### src/rtl/alu_share_arbiter_if.sv
// Requester-side handshake bundle for alu_share_arbiter: two request ports and two response
// ports sharing one registered result/error bus.
interface alu_share_arbiter_if #(
  parameter int unsigned DATA_W = 32,
  parameter int unsigned CTRL_W = 4
) ();
  logic              req_valid_0;
  logic              req_valid_1;
  logic              req_ready_0;
  logic              req_ready_1;
  logic [DATA_W-1:0] req_a_0;
  logic [DATA_W-1:0] req_a_1;
  logic [DATA_W-1:0] req_b_0;
  logic [DATA_W-1:0] req_b_1;
  logic [CTRL_W-1:0] req_ctrl_0;
  logic [CTRL_W-1:0] req_ctrl_1;
  logic              resp_valid_0;
  logic              resp_valid_1;
  logic              resp_ready_0;
  logic              resp_ready_1;
  logic [DATA_W-1:0] resp_data;
  logic              resp_err;

  // Requester side.
  modport master (
    output req_valid_0, req_valid_1, req_a_0, req_a_1, req_b_0, req_b_1,
    output req_ctrl_0, req_ctrl_1, resp_ready_0, resp_ready_1,
    input  req_ready_0, req_ready_1, resp_valid_0, resp_valid_1, resp_data, resp_err
  );

  // Arbiter side.
  modport slave (
    input  req_valid_0, req_valid_1, req_a_0, req_a_1, req_b_0, req_b_1,
    input  req_ctrl_0, req_ctrl_1, resp_ready_0, resp_ready_1,
    output req_ready_0, req_ready_1, resp_valid_0, resp_valid_1, resp_data, resp_err
  );
endinterface

### src/rtl/alu_share_arbiter.sv
// Round-robin sharing of one combinational ALU between two valid/ready requesters.
// Optional ALU_ILLEGAL_OP_CHECK_EN: unknown op codes return 0 with resp_err set.
module alu_share_arbiter #(
  parameter int unsigned DATA_W     = 32,
  parameter int unsigned CTRL_W     = 4,
  parameter int unsigned MASK_SHAMT = 1
) (
  input  logic              clk,
  input  logic              reset,
  alu_share_arbiter_if.slave bus,
  output logic [DATA_W-1:0] alu_inp1,
  output logic [DATA_W-1:0] alu_inp2,
  output logic [CTRL_W-1:0] alu_ctrl,
  input  logic [DATA_W-1:0] alu_out1
);

  localparam int unsigned ShW = $clog2(DATA_W);

  localparam logic [CTRL_W-1:0] OpAdd = CTRL_W'(4'b1000);
  localparam logic [CTRL_W-1:0] OpSub = CTRL_W'(4'b1010);
  localparam logic [CTRL_W-1:0] OpAnd = CTRL_W'(4'b1100);
  localparam logic [CTRL_W-1:0] OpOr  = CTRL_W'(4'b1101);
  localparam logic [CTRL_W-1:0] OpSll = CTRL_W'(4'b0000);
  localparam logic [CTRL_W-1:0] OpSrl = CTRL_W'(4'b0010);

  typedef enum logic [0:0] {StIdle, StResp} state_e;

  state_e            state_q, state_d;
  logic              prio_q;
  logic              owner_q;
  logic [DATA_W-1:0] resp_data_q;
  logic              resp_err_q;

  logic              grant;
  logic              winner;
  logic [DATA_W-1:0] win_a;
  logic [DATA_W-1:0] win_b;
  logic [DATA_W-1:0] win_b_fwd;
  logic [CTRL_W-1:0] win_ctrl;
  logic              win_legal;
  logic              is_shift;
  logic              owner_ready;
  logic              ready_0, ready_1, rvalid_0, rvalid_1;

  // Arbitration: only evaluated in IDLE; ties go to prio_q.
  always_comb begin
    grant  = 1'b0;
    winner = prio_q;
    if (state_q == StIdle) begin
      if (bus.req_valid_0 && bus.req_valid_1) begin
        grant  = 1'b1;
        winner = prio_q;
      end else if (bus.req_valid_0) begin
        grant  = 1'b1;
        winner = 1'b0;
      end else if (bus.req_valid_1) begin
        grant  = 1'b1;
        winner = 1'b1;
      end
    end
  end

  assign win_a    = winner ? bus.req_a_1    : bus.req_a_0;
  assign win_b    = winner ? bus.req_b_1    : bus.req_b_0;
  assign win_ctrl = winner ? bus.req_ctrl_1 : bus.req_ctrl_0;
  assign is_shift = (win_ctrl == OpSll) || (win_ctrl == OpSrl);

  always_comb begin
    win_b_fwd = win_b;
    if ((MASK_SHAMT != 0) && is_shift) begin
      win_b_fwd = {{(DATA_W-ShW){1'b0}}, win_b[ShW-1:0]};
    end
  end

`ifdef ALU_ILLEGAL_OP_CHECK_EN
  assign win_legal = (win_ctrl == OpAdd) || (win_ctrl == OpSub) || (win_ctrl == OpAnd) ||
                     (win_ctrl == OpOr)  || is_shift;
`else
  assign win_legal = 1'b1;
`endif

  assign owner_ready = owner_q ? bus.resp_ready_1 : bus.resp_ready_0;

  always_ff @(posedge clk) begin
    if (reset) begin
      state_q <= StIdle;
    end else begin
      state_q <= state_d;
    end
  end

  always_comb begin
    state_d = state_q;
    unique case (state_q)
      StIdle: if (grant)       state_d = StResp;
      StResp: if (owner_ready) state_d = StIdle;
    endcase
  end

  // Handshake outputs are forced low while reset is held.
  always_comb begin
    ready_0  = 1'b0;
    ready_1  = 1'b0;
    rvalid_0 = 1'b0;
    rvalid_1 = 1'b0;
    alu_inp1 = '0;
    alu_inp2 = '0;
    alu_ctrl = OpAdd;
    unique case (state_q)
      StIdle: begin
        if (grant && !reset) begin
          ready_0 = ~winner;
          ready_1 = winner;
        end
        if (grant && win_legal) begin
          alu_inp1 = win_a;
          alu_inp2 = win_b_fwd;
          alu_ctrl = win_ctrl;
        end
      end
      StResp: begin
        if (!reset) begin
          rvalid_0 = ~owner_q;
          rvalid_1 = owner_q;
        end
      end
    endcase
  end

  always_ff @(posedge clk) begin
    if (reset) begin
      prio_q      <= 1'b0;
      owner_q     <= 1'b0;
      resp_data_q <= '0;
      resp_err_q  <= 1'b0;
    end else begin
      if (state_q == StIdle && grant) begin
        owner_q     <= winner;
        resp_data_q <= win_legal ? alu_out1 : '0;
        resp_err_q  <= ~win_legal;
      end
      if (state_q == StResp && owner_ready) begin
        prio_q <= ~owner_q;
      end
    end
  end

  assign bus.req_ready_0  = ready_0;
  assign bus.req_ready_1  = ready_1;
  assign bus.resp_valid_0 = rvalid_0;
  assign bus.resp_valid_1 = rvalid_1;
  assign bus.resp_data    = resp_data_q;
  assign bus.resp_err     = resp_err_q;

endmodule

### src/flat_wrapper.sv
// flat-port wrapper written by rule: the top's interface ports become plain ports
module alu_share_arbiter_flat 
#(
  parameter int unsigned DATA_W     = 32,
  parameter int unsigned CTRL_W     = 4,
  parameter int unsigned MASK_SHAMT = 1
)
  (clk, reset, alu_inp1, alu_inp2, alu_ctrl, alu_out1, bus_req_valid_0, bus_req_valid_1, bus_req_a_0, bus_req_a_1, bus_req_b_0, bus_req_b_1, bus_req_ctrl_0, bus_req_ctrl_1, bus_resp_ready_0, bus_resp_ready_1, bus_req_ready_0, bus_req_ready_1, bus_resp_valid_0, bus_resp_valid_1, bus_resp_data, bus_resp_err);
  alu_share_arbiter_if #(.DATA_W(DATA_W), .CTRL_W(CTRL_W)) bus_i ();
  input  logic clk;
  input  logic reset;
  output logic [DATA_W-1:0] alu_inp1;
  output logic [DATA_W-1:0] alu_inp2;
  output logic [CTRL_W-1:0] alu_ctrl;
  input  logic [DATA_W-1:0] alu_out1;
  input wire logic [$bits(bus_i.req_valid_0)-1:0] bus_req_valid_0;
  input wire logic [$bits(bus_i.req_valid_1)-1:0] bus_req_valid_1;
  input wire logic [$bits(bus_i.req_a_0)-1:0] bus_req_a_0;
  input wire logic [$bits(bus_i.req_a_1)-1:0] bus_req_a_1;
  input wire logic [$bits(bus_i.req_b_0)-1:0] bus_req_b_0;
  input wire logic [$bits(bus_i.req_b_1)-1:0] bus_req_b_1;
  input wire logic [$bits(bus_i.req_ctrl_0)-1:0] bus_req_ctrl_0;
  input wire logic [$bits(bus_i.req_ctrl_1)-1:0] bus_req_ctrl_1;
  input wire logic [$bits(bus_i.resp_ready_0)-1:0] bus_resp_ready_0;
  input wire logic [$bits(bus_i.resp_ready_1)-1:0] bus_resp_ready_1;
  output wire logic [$bits(bus_i.req_ready_0)-1:0] bus_req_ready_0;
  output wire logic [$bits(bus_i.req_ready_1)-1:0] bus_req_ready_1;
  output wire logic [$bits(bus_i.resp_valid_0)-1:0] bus_resp_valid_0;
  output wire logic [$bits(bus_i.resp_valid_1)-1:0] bus_resp_valid_1;
  output wire logic [$bits(bus_i.resp_data)-1:0] bus_resp_data;
  output wire logic [$bits(bus_i.resp_err)-1:0] bus_resp_err;
  assign bus_i.req_valid_0 = bus_req_valid_0;
  assign bus_i.req_valid_1 = bus_req_valid_1;
  assign bus_i.req_a_0 = bus_req_a_0;
  assign bus_i.req_a_1 = bus_req_a_1;
  assign bus_i.req_b_0 = bus_req_b_0;
  assign bus_i.req_b_1 = bus_req_b_1;
  assign bus_i.req_ctrl_0 = bus_req_ctrl_0;
  assign bus_i.req_ctrl_1 = bus_req_ctrl_1;
  assign bus_i.resp_ready_0 = bus_resp_ready_0;
  assign bus_i.resp_ready_1 = bus_resp_ready_1;
  assign bus_req_ready_0 = bus_i.req_ready_0;
  assign bus_req_ready_1 = bus_i.req_ready_1;
  assign bus_resp_valid_0 = bus_i.resp_valid_0;
  assign bus_resp_valid_1 = bus_i.resp_valid_1;
  assign bus_resp_data = bus_i.resp_data;
  assign bus_resp_err = bus_i.resp_err;
  alu_share_arbiter #(.DATA_W(DATA_W), .CTRL_W(CTRL_W), .MASK_SHAMT(MASK_SHAMT)) u_core (.clk(clk), .reset(reset), .bus(bus_i), .alu_inp1(alu_inp1), .alu_inp2(alu_inp2), .alu_ctrl(alu_ctrl), .alu_out1(alu_out1));
endmodule
### config.mk
export PLATFORM = sky130hd
export DESIGN_NAME = alu_share_arbiter_flat
export DESIGN_NICKNAME = d
export VERILOG_FILES = /design/src/rtl/alu_share_arbiter_if.sv /design/src/rtl/alu_share_arbiter.sv /design/src/flat_wrapper.sv
export SDC_FILE = /design/constraint.sdc
export NUM_CORES = 1
export LEC_CHECK = 0
export CAP_MARGIN = 20
export CORE_AREA = 3 3 107 109
export CTS_BUF_LIST = sky130_fd_sc_hd__clkbuf_16
export CTS_CLUSTER_DIAMETER = 40
export DETAILED_ROUTE_END_ITERATION = 7
export DIE_AREA = 0 0 110 112
export PLACE_DENSITY = 0.74
export SYNTH_ARGS = -nofsm -noshare
export SYNTH_HDL_FRONTEND = slang
export SYNTH_SLANG_ARGS = --single-unit
### constraint.sdc
create_clock -name clk -period 6.72 [get_ports clk]
set_input_delay 1.68 -clock clk [delete_from_list [all_inputs] [get_ports clk]]
set_output_delay 1.68 -clock clk [all_outputs]
set_load 0.1 [all_outputs]
# Word-level counts from Yosys, hierarchy flattened
# Cells that the tools add are included.
# word_totals
reg_bits	35
wordCells	45
# op_classes
muxes	30
n_reduce_logical	7
eq_ne	1
bitwise	3
# op_table
operator	count
$mux 32	7
$mux 1	19
$mux 4	3
$eq 4x2->1 const B	1
$logic_and 1x1->1	4
$logic_not 4->1	1
$not 1->1	3
$pmux 1 s2	1
$logic_not 1->1	1
$logic_or 1x1->1	1

# Logic depth before layout (Yosys ltp)
# Gate-level depths: netlist of the first run.
# logic_depth
word_depth	10
ltp_mapped	8
depth_no_buf	5

# Worst setup path after synthesis of the first run
# Ideal clock, no wire load.
# synth_timing
path_type	input -> output
start	input bus_req_valid_1
end	output alu_ctrl[2]
path_slack_ps	120
stages	3
required_ps	5040
t_arrival_ps	4920
path_buffers	1
path_cell_list	o21ai_0 > clkbuf_1 > nor4_1
# synth_between
elab_chain_cells	7
elab_cells_between_ends	12
# synth_rtl
item	line	rtl
start: declaration	flat_wrapper.sv:17	input wire logic [$bits(bus_i.req_valid_1)-1:0] bus_req_valid_1;
$mux 1	alu_share_arbiter.sv:56	end else if (bus.req_valid_1) begin
$mux 1	alu_share_arbiter.sv:53	end else if (bus.req_valid_0) begin
$mux 1	alu_share_arbiter.sv:50	if (bus.req_valid_0 && bus.req_valid_1) begin
$mux 1	alu_share_arbiter.sv:49	if (state_q == StIdle) begin
$mux 4	alu_share_arbiter.sv:65	assign win_ctrl = winner ? bus.req_ctrl_1 : bus.req_ctrl_0;
$mux 4 *	alu_share_arbiter.sv:115	if (grant && win_legal) begin
$mux 4 *	alu_share_arbiter.sv:109	unique case (state_q)
end: declaration	flat_wrapper.sv:14	output logic [CTRL_W-1:0] alu_ctrl;
# Mark *: on every way between the ends. The rest lies on a longest branch, timed or not.

# Worst setup path in the final report of the first run
# layout_timing
start	input bus_req_valid_0
end	output alu_inp2[5]
# layout_between
elab_chain_cells	9
elab_cells_between_ends	15
# layout_rtl
item	line	rtl
start: declaration	flat_wrapper.sv:16	input wire logic [$bits(bus_i.req_valid_0)-1:0] bus_req_valid_0;
$mux 1 or $logic_and 1x1->1 (tied branches)	alu_share_arbiter.sv:53, alu_share_arbiter.sv:50	
$mux 1	alu_share_arbiter.sv:50	
$mux 1	alu_share_arbiter.sv:49	
$mux 4	alu_share_arbiter.sv:65	
$eq 4x2->1 or $logic_not 4->1 (tied branches)	alu_share_arbiter.sv:66	assign is_shift = (win_ctrl == OpSll) || (win_ctrl == OpSrl);
$logic_or 1x1->1	alu_share_arbiter.sv:66	
$mux 32	alu_share_arbiter.sv:70	if ((MASK_SHAMT != 0) && is_shift) begin
$mux 32 *	alu_share_arbiter.sv:115	
$mux 32 *	alu_share_arbiter.sv:109	
end: declaration	flat_wrapper.sv:13	output logic [DATA_W-1:0] alu_inp2;
# Marks and branches as above.

==> results of run 1 <==
==> layout make-up <==
type	count	area, um2
clock buffers	5	125
clock inverters	2	8.76
fillers	1038	5280
inverters	4	15.0
multi-input cells	333	1620
flip-flops and latches	35	701
well taps	140	175
repair buffers	286	2770
==> tightest hold or removal path: cells and delay by family (launching register included) <==
family | cells | cell delay, ns
DFF | 1 | 0.30
and+or+nand+nor | 1 | 0.05
AOI/OAI and AO/OA | 1 | 0.05
==> per-stage QoR <==
step,std cells,hold WS (ns)
6_report,805,0.454
5_1_grt,805,0.467
4_1_cts,805,0.458
3_5_place_dp,798,0.449
3_3_place_gp,798,0.441
2_1_floorplan,405,0.483
==> worst max-delay path by stage <==
stage / endpoint / slack [ns] / startpoint / cells after the start
6_report: alu_inp2[5] / 0.74 / bus_req_valid_0 / 8
5_1_grt: alu_inp2[5] / 0.59 / bus_req_valid_0 / 8
4_1_cts: alu_inp2[5] / 0.73 / bus_req_valid_0 / 8
3_5_place_dp: alu_inp2[5] / 0.73 / bus_req_valid_0 / 8
3_3_place_gp: alu_inp2[6] / 0.80 / bus_req_valid_0 / 8
2_1_floorplan: alu_ctrl[2] / 0.12 / bus_req_valid_1 / 3
==> flip-flops by register name, indices dropped and copies added, names as in the netlist <==
signal                count
u_core.bus.resp_data     32
u_core.owner_q            1
u_core.prio_q             1
u_core.state_q            1
==> power breakdown <==
group          total (mW)  internal, mW  switching (mW)
logic                1.05         0.280           0.766
registers           0.235         0.224          0.0111
clock network       0.212         0.133          0.0789
==> cells by family (layout without fill, tap and decap cells) <==
group           Yosys count  count (layout)
simple gates            247             247
buf+inv                  37             297
mux                       2               2
compound gates           83              83
other cells               1               1
flops                    35              35
==> per-layer routing <==
layer / wire [um] / track usage (%)
met1: 4720 / 21.0
met2: 6270 / 34.5
met3: 1370 / 6.20
met4: 308 / 6.73
met5: 20 / 0
==> layout by cell type, fill, tap and decap left out, types with 2 or more instances in the layout <==
cell type,instances
clkdlybuf4s50_1,205
nand2_1,145
a21oi_1,74
buf_4,72
nor2_1,58
dfxtp_1,35
nor3_2,21
nor3_1,11
buf_12,9
clkbuf_16,5
inv_1,4
nand2b_1,4
mux2i_1,2
o32ai_1,2
a31oi_2,2
==> run summary, run 1 <==
* **status** finished, final reports clean
* **vertical extent of the die** 112 um
* **Synth Area in XOR/XNOR** 0%
* **fraction of final layout cells with drive strength greater than 1** 17.7%
* **number of synthesized flops with an enable pin** 0
* **proportion of synthesized area in mux cells** 0.808%
* **ant diodes** 0
* **half-perimeter wire length after detailed placement** 10400 um
* **compound-gate portion of the synthesized area** 18.9%
* **# port buffers** 277
* **cell count after synthesis** 405
* **global-route wire length before repair** 18700 um
* **Leakage Power** 2.24 nW
* **residual overflow from global routing** 0
* **most area-consuming cells after synthesis** dfxtp_1, nand2_1, a21oi_1
* **Post-route DRC** 0
* **max-cap violation count** 0
* **Reg-to-Reg Start** u_core.state_q
* **crit path max fanout** 35
* **detail-routed via count per cell** 4.59
* **type of element capturing the critical path** primary output
* **# hold bufs at CTS** 0
* **setup ws final** 0.742 ns
* **distinct cell type count after synthesis** 26
* **total CTS buffers** 5
* **gp weighted congestion** 0.860
* **CTS clk-pin slew, worst paths** 0.05 ns
* **largest stage delay on the critical path** 0.61 ns
* **cell-by-cell listing of the critical path** clkdlybuf4s50_1 > nor2b_4 > or2b_4 > and2_2 > buf_4 > nor2_1 > nor3_1 > buf_12
* **post-route cell area** 0.00542 mm2
* **Total Routing Usage GR** 19.3%
* **core region area** 0.0107 mm2
* **final core area utilization** 50.6%
* **worst max-slew margin expressed relative to the limit** 31.9%
* **number of search-and-repair iterations in the first detailed-routing pass** 4
* **sequential element share of the synthesized area** 28.3%
* **area after detailed placement** 0.00528 mm2
* **number of global-route vias before repair** 3674
* **Worst-Margin Slew** 1.02 ns
* **synthesized flop and latch total** 35
* **cell with the most instances after synthesis** nand2_1
* **Total Power Consumption** 1.49 mW
* **startpoint class of the critical path** input pin
* **number of vias after detailed routing** 3691
* **CTS tree** built
* **number of post-CTS setup repair buffers** 0
* **floorplan row count** 38
* **timing-limited maximum frequency** 167 MHz
* **number of gates resized after CTS** 0
* **time the final worst path needs with I/O delays and setup** 5.98 ns
* **Worst Setup Path Type** in -> out
* **skew final** 0.00155 ns
* **Setup TNS Final** 0 ns
* **capture instance of the worst register-to-register path** u_core.bus.resp_data[26]
* **synthesized cell area** 0.00248 mm2
* **Buf/Inv on CP** 3
* **final setup violating endpoints** 0
* **total number of nets in the final design** 839
* **beginning of the worst hold path** u_core.bus.resp_data[0]
* **arrival time at the worst endpoint** 4.30 ns
* **adder-cell area share of the yosys netlist** 0%
* **DR iter-0 viols** 230
* **critical-path cell with the highest stage delay** clkdlybuf4s50_1
* **number of antenna violations at the first check in global routing** 1
* **clock latency reported for the late side of the worst-skew pair** 0.27 ns
* **clk sinks** 35
* **post-synth top area cell** dfxtp_1
* **post-synthesis share of cell area spent on and, or, nand and nor gates** 44.9%
* **fraction of synthesized cell area taken by the top area cell type** 28.3%
* **Worst R2R Path Depth** 6
* **required time at the worst-slack endpoint** 5.04 ns
* **final number of hold-violating endpoints** 0
* **mean instance size in the synthesized netlist** 6.11 um2
* **number of nets with antenna violations after routing** 0
* **worst setup slack for register-to-register paths** 4.60 ns
* **width of the die** 110 um
* **Top FF cell, synth** dfxtp_1
* **maximum count of clock buffers along a single path** 2
* **largest net degree at the start of global routing** 62
* **effective utilization at floorplan** 23.1%
* **instance count along the most critical hold path** 2
* **die area** 0.0123 mm2
* **H-tree lvl count** 2
* **largest family of logic cells by synthesized area** simple AND/OR/NAND/NOR gates
* **Synthesized Nets** 579
* **hold-critical path endpoint** u_core.bus.resp_data[0]
* **number of I/O pins** 279
* **power per cell area** 276 mW/mm2
* **CTS Root Buffer Type** clkbuf_16
* **share of synthesized flip-flops with an asynchronous set or reset** 0%
* **Area growth, synth to finish** 119%
* **warnings from Yosys** 0
* **fraction of the cycle the final worst path needs** 89.0%
* **Max rail drop VDD** 208 uV
* **most common library cells after synthesis** nand2_1, a21oi_1, nor2_1
* **Routed wire per std cell** 15.7 um
* **setup repair after global routing missed its margin** no
* **final count of pins violating max slew** 0
* **worst-case setup slack after placement** 0.733 ns
* **wire length after detailed routing** 12700 um
* **Hold Crit Class** reg -> reg
* **dominant delay contributor by cell family on the critical path** simple AND/OR/NAND/NOR gates
Note: power is estimated with default switching activity, not from simulation.
==> inputs of run 2 (changes only) <==
CORE_AREA = 4 4 105 107   (was 3 3 107 109)
DIE_AREA = 0 0 109 111   (was 0 0 110 112)
PLACE_DENSITY = 0.77   (was 0.74)
==> run 2 against run 1 <==
Utilization rose by 1.8 points. Flip-flop and latch count did not move. Global-route usage fell by 0.24 points. Highest routed layer is now met4. Via count rose by 0.54%. Final cell count fell by 0.62%.
==> run summary, run 2 (synthesis gave the netlist of run 1 again) <==
* **vertical extent of the die** 111 um
* **status** finished, final reports clean
* **number of nets with antenna violations after routing** 0
* **launching element of the worst setup path** bus_req_valid_0
* **H-tree lvl count** 2
* **worst max-slew margin expressed relative to the limit** 32.7%
* **crit path max fanout** 63
* **DR iter-0 viols** 278
* **setup repair after global routing missed its margin** no
* **CTS clk-pin slew, worst paths** 0.05 ns
* **CTS Root Buffer Type** clkbuf_16
* **commonest non-fill, non-tap cell in the layout** clkdlybuf4s50_1
* **Max rail drop VDD** 188 uV
* **cell-by-cell listing of the critical path** clkdlybuf4s50_1 > nor2b_4 > or2b_4 > and2_2 > buf_4 > nor2_1 > nor3_1 > buf_4
* **Switching Share** 57.9%
* **number of post-CTS setup repair buffers** 0
* **total CTS buffers** 5
* **critical-path cell with the highest stage delay** clkdlybuf4s50_1
* **clk sinks** 35
* **startpoint class of the critical path** input pin
* **Total Routing Usage GR** 19.0%
* **fraction of final layout cells with drive strength greater than 1** 17.5%
* **# port buffers** 277
* **Buf/Inv on CP** 3
* **Leakage Power** 2.22 nW
* **# hold bufs at CTS** 0
* **width of the die** 109 um
* **largest net degree at the start of global routing** 64
* **crit path to** alu_inp2[5]
* **Worst-Margin Slew** 1.01 ns
* **total number of nets in the final design** 837
* **Worst Setup Path Type** in -> out
* **required time at the worst-slack endpoint** 5.04 ns
* **die area** 0.0121 mm2
* **commonest cells after routing, fill and taps aside** clkdlybuf4s50_1, nand2_1, buf_4
* **max FFs per register** 32
* **floorplan row count** 37
* **arrival time at the worst endpoint** 4.08 ns
* **final number of hold-violating endpoints** 0
* **final core area utilization** 52.4%
* **number of global-route vias before repair** 3675
* **final count of pins violating max slew** 0
* **core region area** 0.0101 mm2
* **CTS tree** built
* **ant diodes** 0
* **Hold Crit Class** reg -> reg
* **Reg-to-Reg Start** u_core.state_q
* **detail-routed via count per cell** 4.64
* **Area growth, synth to finish** 115%
* **type of element capturing the critical path** primary output
* **time the final worst path needs with I/O delays and setup** 5.76 ns
* **power per cell area** 276 mW/mm2
* **wire length after detailed routing** 12300 um
* **dominant delay contributor by cell family on the critical path** buffers and inverters
* **fraction of the cycle the final worst path needs** 85.7%
* **gp weighted congestion** 0.899
* **residual overflow from global routing** 0
* **number of vias after detailed routing** 3711
* **clock latency reported for the late side of the worst-skew pair** 0.27 ns
* **timing-limited maximum frequency** 174 MHz
* **Crit. path cell count** 8
* **effective utilization at floorplan** 24.4%
* **maximum count of clock buffers along a single path** 2
* **number of gates resized after CTS** 0
* **number of antenna violations at the first check in global routing** 0
* **Worst R2R Path Depth** 6
* **largest stage delay on the critical path** 0.61 ns
* **Setup TNS Final** 0 ns
* **number of I/O pins** 279
* **max-cap violation count** 0
* **Post-route DRC** 0
* **combinational power share** 69.4%
* **skew final** 0.00242 ns
* **number of search-and-repair iterations in the first detailed-routing pass** 4
* **worst setup slack for register-to-register paths** 4.82 ns
* **switching power total** 0.849 mW
* **sequential cell fraction of total power** 16.0%
* **most numerous cell on the critical path** buf_4
* **relative contribution of the clock network to total power** 14.6%
* **Int Power** 0.618 mW
* **final setup violating endpoints** 0
* **half-perimeter wire length after detailed placement** 9830 um
* **global-route wire length before repair** 18500 um
* **Routed wire per std cell** 15.4 um
* **capture instance of the worst register-to-register path** u_core.bus.resp_data[27]
run 2: changes by cell type in the layout (fill, tap and decap cells not counted), sizes merged:
cell    previous run  this run
buf               81        79
clkinv             2         1
inv                4         6
run 2: final cells by class:
cell class                      instances  area, um2
Fill cell                             959       4820
Timing Repair Buffer                  284       2670
Multi-Input combinational cell        333       1620
Sequential cell                        35        701
Tap cell                              136        170
Clock buffer                            5        125
Inverter                                4       15.0
Clock inverter                          3       12.5
run 2: power by group through the flow:
| stage | Clock (mW) | Sequential [mW] | Combinational [mW] |
|---|---|---|---|
| after floorplan | 0 | 0.338 | 0.654 |
| after global placement | 0 | 0.238 | 1.01 |
| after detailed placement | 0 | 0.239 | 1.02 |
| after CTS | 0.217 | 0.235 | 1.02 |
| after global routing | 0.227 | 0.237 | 1.06 |
| final | 0.214 | 0.235 | 1.02 |
run 2: stage by stage:
stage / setup WS (ns) / hold slack [ns] / area [um2] / power, mW / std cells
3_3_place_gp: 1.05 / 0.442 / 5180 / 1.25 / 792
2_1_floorplan: 0.120 / 0.483 / 2480 / 0.992 / 405
3_5_place_dp: 0.978 / 0.449 / 5180 / 1.26 / 792
5_1_grt: 0.795 / 0.475 / 5310 / 1.53 / 800
6_report: 0.959 / 0.452 / 5310 / 1.47 / 800
4_1_cts: 0.976 / 0.454 / 5310 / 1.47 / 800
run 2: how the worst min path moves through the flow:
stage | start | end | slack (ns) | cells after the start
final | u_core.bus.resp_data[19] | u_core.bus.resp_data[19] | 0.45 | 2
after global placement | u_core.bus.resp_data[27] | u_core.bus.resp_data[27] | 0.44 | 2
after global routing | u_core.bus.resp_data[15] | u_core.bus.resp_data[15] | 0.47 | 2
after CTS | u_core.bus.resp_data[26] | u_core.bus.resp_data[26] | 0.45 | 2
after detailed placement | u_core.bus.resp_data[26] | u_core.bus.resp_data[26] | 0.45 | 2
after floorplan | u_core.owner_q | u_core.owner_q | 0.48 | 2
run 2: tightest hold or removal path, cell delays in order, from the launching register on:
cell,delay (ns)
dfxtp_1,0.30
nand2_1,0.05
a21oi_1,0.05
run 2: per-layer routing:
metal | GRT usage [%] | up-vias | wire (um)
met4 | 9.60 | 0 | 502
met1 | 19.0 | 1652 | 4330
li1 | - | 1821 | -
met2 | 34.1 | 207 | 5980
met5 | 0 | - | 0
met3 | 6.81 | 31 | 1530
==> inputs of run 3 (changes only) <==
clock period = 6.19 ns   (was 6.72 ns; I/O delays follow)
==> run 3 against run 2 <==
Worst hold slack improved by 0.0023 ns. Highest routed layer unchanged. Via count decreased by 0.13%. Die area is the same. Flip-flop and latch count stayed put. Non-clock buffer count unchanged. Utilization grew 3.7 points. Power up 18%. Sequential share of layout area is 0.86 points lower. Wire length up 5.1%. Clock-buffer cell count stayed put. Clock skew up 0.0015 ns. Critical path type unchanged.
==> run summary, run 3 (synthesis gave the netlist of run 1 again) <==
* **status** finished, final reports clean
* **final count of pins violating max slew** 0
* **critical-path cell with the highest stage delay** clkdlybuf4s50_1
* **final number of hold-violating endpoints** 0
* **number of global-route vias before repair** 3687
* **most numerous cell on the critical path** buf_12
* **Switching Share** 54.6%
* **Area growth, synth to finish** 130%
* **commonest cells after routing, fill and taps aside** clkdlybuf4s50_1, nand2_1, a21oi_1
* **gp weighted congestion** 0.893
* **dominant delay contributor by cell family on the critical path** simple AND/OR/NAND/NOR gates
* **floorplan row count** 37
* **H-tree lvl count** 2
* **final setup violating endpoints** 0
* **width of the die** 109 um
* **Post-route DRC** 0
* **area used by multi-input combinational logic** 0.00163 mm2
* **number of I/O pins** 279
* **commonest non-fill, non-tap cell in the layout** clkdlybuf4s50_1
* **Buf/Inv on CP** 3
* **worst hold slack** 0.455 ns
* **total CTS buffers** 5
* **global-route wire length before repair** 19200 um
* **Hold Crit Class** reg -> reg
* **Total Power Consumption** 1.73 mW
* **number of search-and-repair iterations in the first detailed-routing pass** 5
* **fraction of the cycle the final worst path needs** 87.1%
* **clk sinks** 35
* **setup ws final** 0.796 ns
* **startpoint class of the critical path** input pin
* **sequential cell area** 701 um2
* **largest stage delay on the critical path** 0.61 ns
* **# hold bufs at CTS** 0
* **residual overflow from global routing** 0
* **effective utilization at floorplan** 24.4%
* **count of filler cells inserted in the layout** 920
* **Routed wire per std cell** 16.2 um
* **largest net degree at the start of global routing** 64
* **relative contribution of the clock network to total power** 16.1%
* **clock latency reported for the late side of the worst-skew pair** 0.28 ns
* **half-perimeter wire length after detailed placement** 10600 um
* **arrival time at the worst endpoint** 3.85 ns
* **die area** 0.0121 mm2
* **max FFs per register** 32
* **worst max-slew margin expressed relative to the limit** 32.6%
* **worst-case setup slack after placement** 0.799 ns
* **required time at the worst-slack endpoint** 4.64 ns
* **cell-by-cell listing of the critical path** clkdlybuf4s50_1 > nor2b_4 > or2b_4 > and2_2 > buf_12 > nor2_1 > nor3_1 > buf_12
* **skew final** 0.00393 ns
* **total placed cells including tap cells** 792
* **Leakage Power** 2.32 nW
* **core region area** 0.0101 mm2
* **detail-routed via count per cell** 4.63
* **number of antenna violations at the first check in global routing** 1
* **number of nets with antenna violations after routing** 0
* **final core area utilization** 56.1%
* **setup repair after global routing missed its margin** no
* **area after detailed placement** 0.00552 mm2
* **CTS Root Buffer Type** clkbuf_16
* **vertical extent of the die** 111 um
* **fraction of final layout cells with drive strength greater than 1** 17.8%
* **type of element capturing the critical path** primary output
* **crit path max fanout** 51
* **Worst Setup Path Type** in -> out
* **combinational power share** 69.2%
* **total number of nets in the final design** 837
* **number of post-CTS setup repair buffers** 0
* **maximum count of clock buffers along a single path** 2
* **CTS clk-pin slew, worst paths** 0.05 ns
* **max-cap violation count** 0
* **DR iter-0 viols** 249
* **Total Routing Usage GR** 19.9%
* **switching power total** 0.947 mW
* **# port buffers** 277
* **post-route cell area** 0.00569 mm2
* **sequential cell fraction of total power** 14.7%
* **time the final worst path needs with I/O delays and setup** 5.39 ns
* **timing-limited maximum frequency** 185 MHz
* **number of gates resized after CTS** 0
* **wire length after detailed routing** 13000 um
* **Int Power** 0.787 mW
* **Worst-Margin Slew** 1.01 ns
* **CTS tree** built
* **Max rail drop VDD** 233 uV
* **Setup TNS Final** 0 ns
* **power per cell area** 305 mW/mm2
* **number of vias after detailed routing** 3706
* **fin cells** 801
-- run 3: tightest hold or removal path, stage by stage (launching register included) --
cell     delay [ns]
dfxtp_1        0.30
nand2_1        0.05
a21oi_1        0.05
-- run 3: path summary, 6_finish.rpt --
kind | from | endpoint | slack, ns | cells past startpoint
worst max-delay path | bus_req_valid_0 | alu_inp2[8] | 0.80 | 8
worst min-delay path | u_core.bus.resp_data[0] | u_core.bus.resp_data[0] | 0.45 | 2
worst max register to register | u_core.state_q | u_core.bus.resp_data[24] | 4.51 | 5
worst min register to register | u_core.bus.resp_data[0] | u_core.bus.resp_data[0] | 0.45 | 2
-- run 3: final cells by class --
| type | count | share of cell area, % |
|---|---|---|
| repair buffers | 284 | 52.9 |
| multi-input cells | 333 | 28.6 |
| flip-flops and latches | 35 | 12.3 |
| well taps | 136 | 2.99 |
| clock buffers | 5 | 2.20 |
| clock inverters | 3 | 0.682 |
| inverters | 4 | 0.264 |
| diodes | 1 | 0.0440 |
-- run 3: metal layers --
layer	vias to the layer above	global-route usage (%)	share of wire [%]
met1	1652	20.3	34
met3	37	6.87	12
met5	-	0	0
met2	193	36.0	50
met4	0	8.59	3.8
li1	1824	-	-
-- run 3: power by group through the flow --
| stage | logic, mW | clock network, mW | registers, mW |
|---|---|---|---|
| 6_report | 1.20 | 0.279 | 0.255 |
| 4_1_cts | 1.20 | 0.283 | 0.255 |
| 3_5_place_dp | 1.20 | 0 | 0.260 |
| 5_1_grt | 1.24 | 0.298 | 0.258 |
| 3_3_place_gp | 1.19 | 0 | 0.258 |
| 2_1_floorplan | 0.711 | 0 | 0.367 |
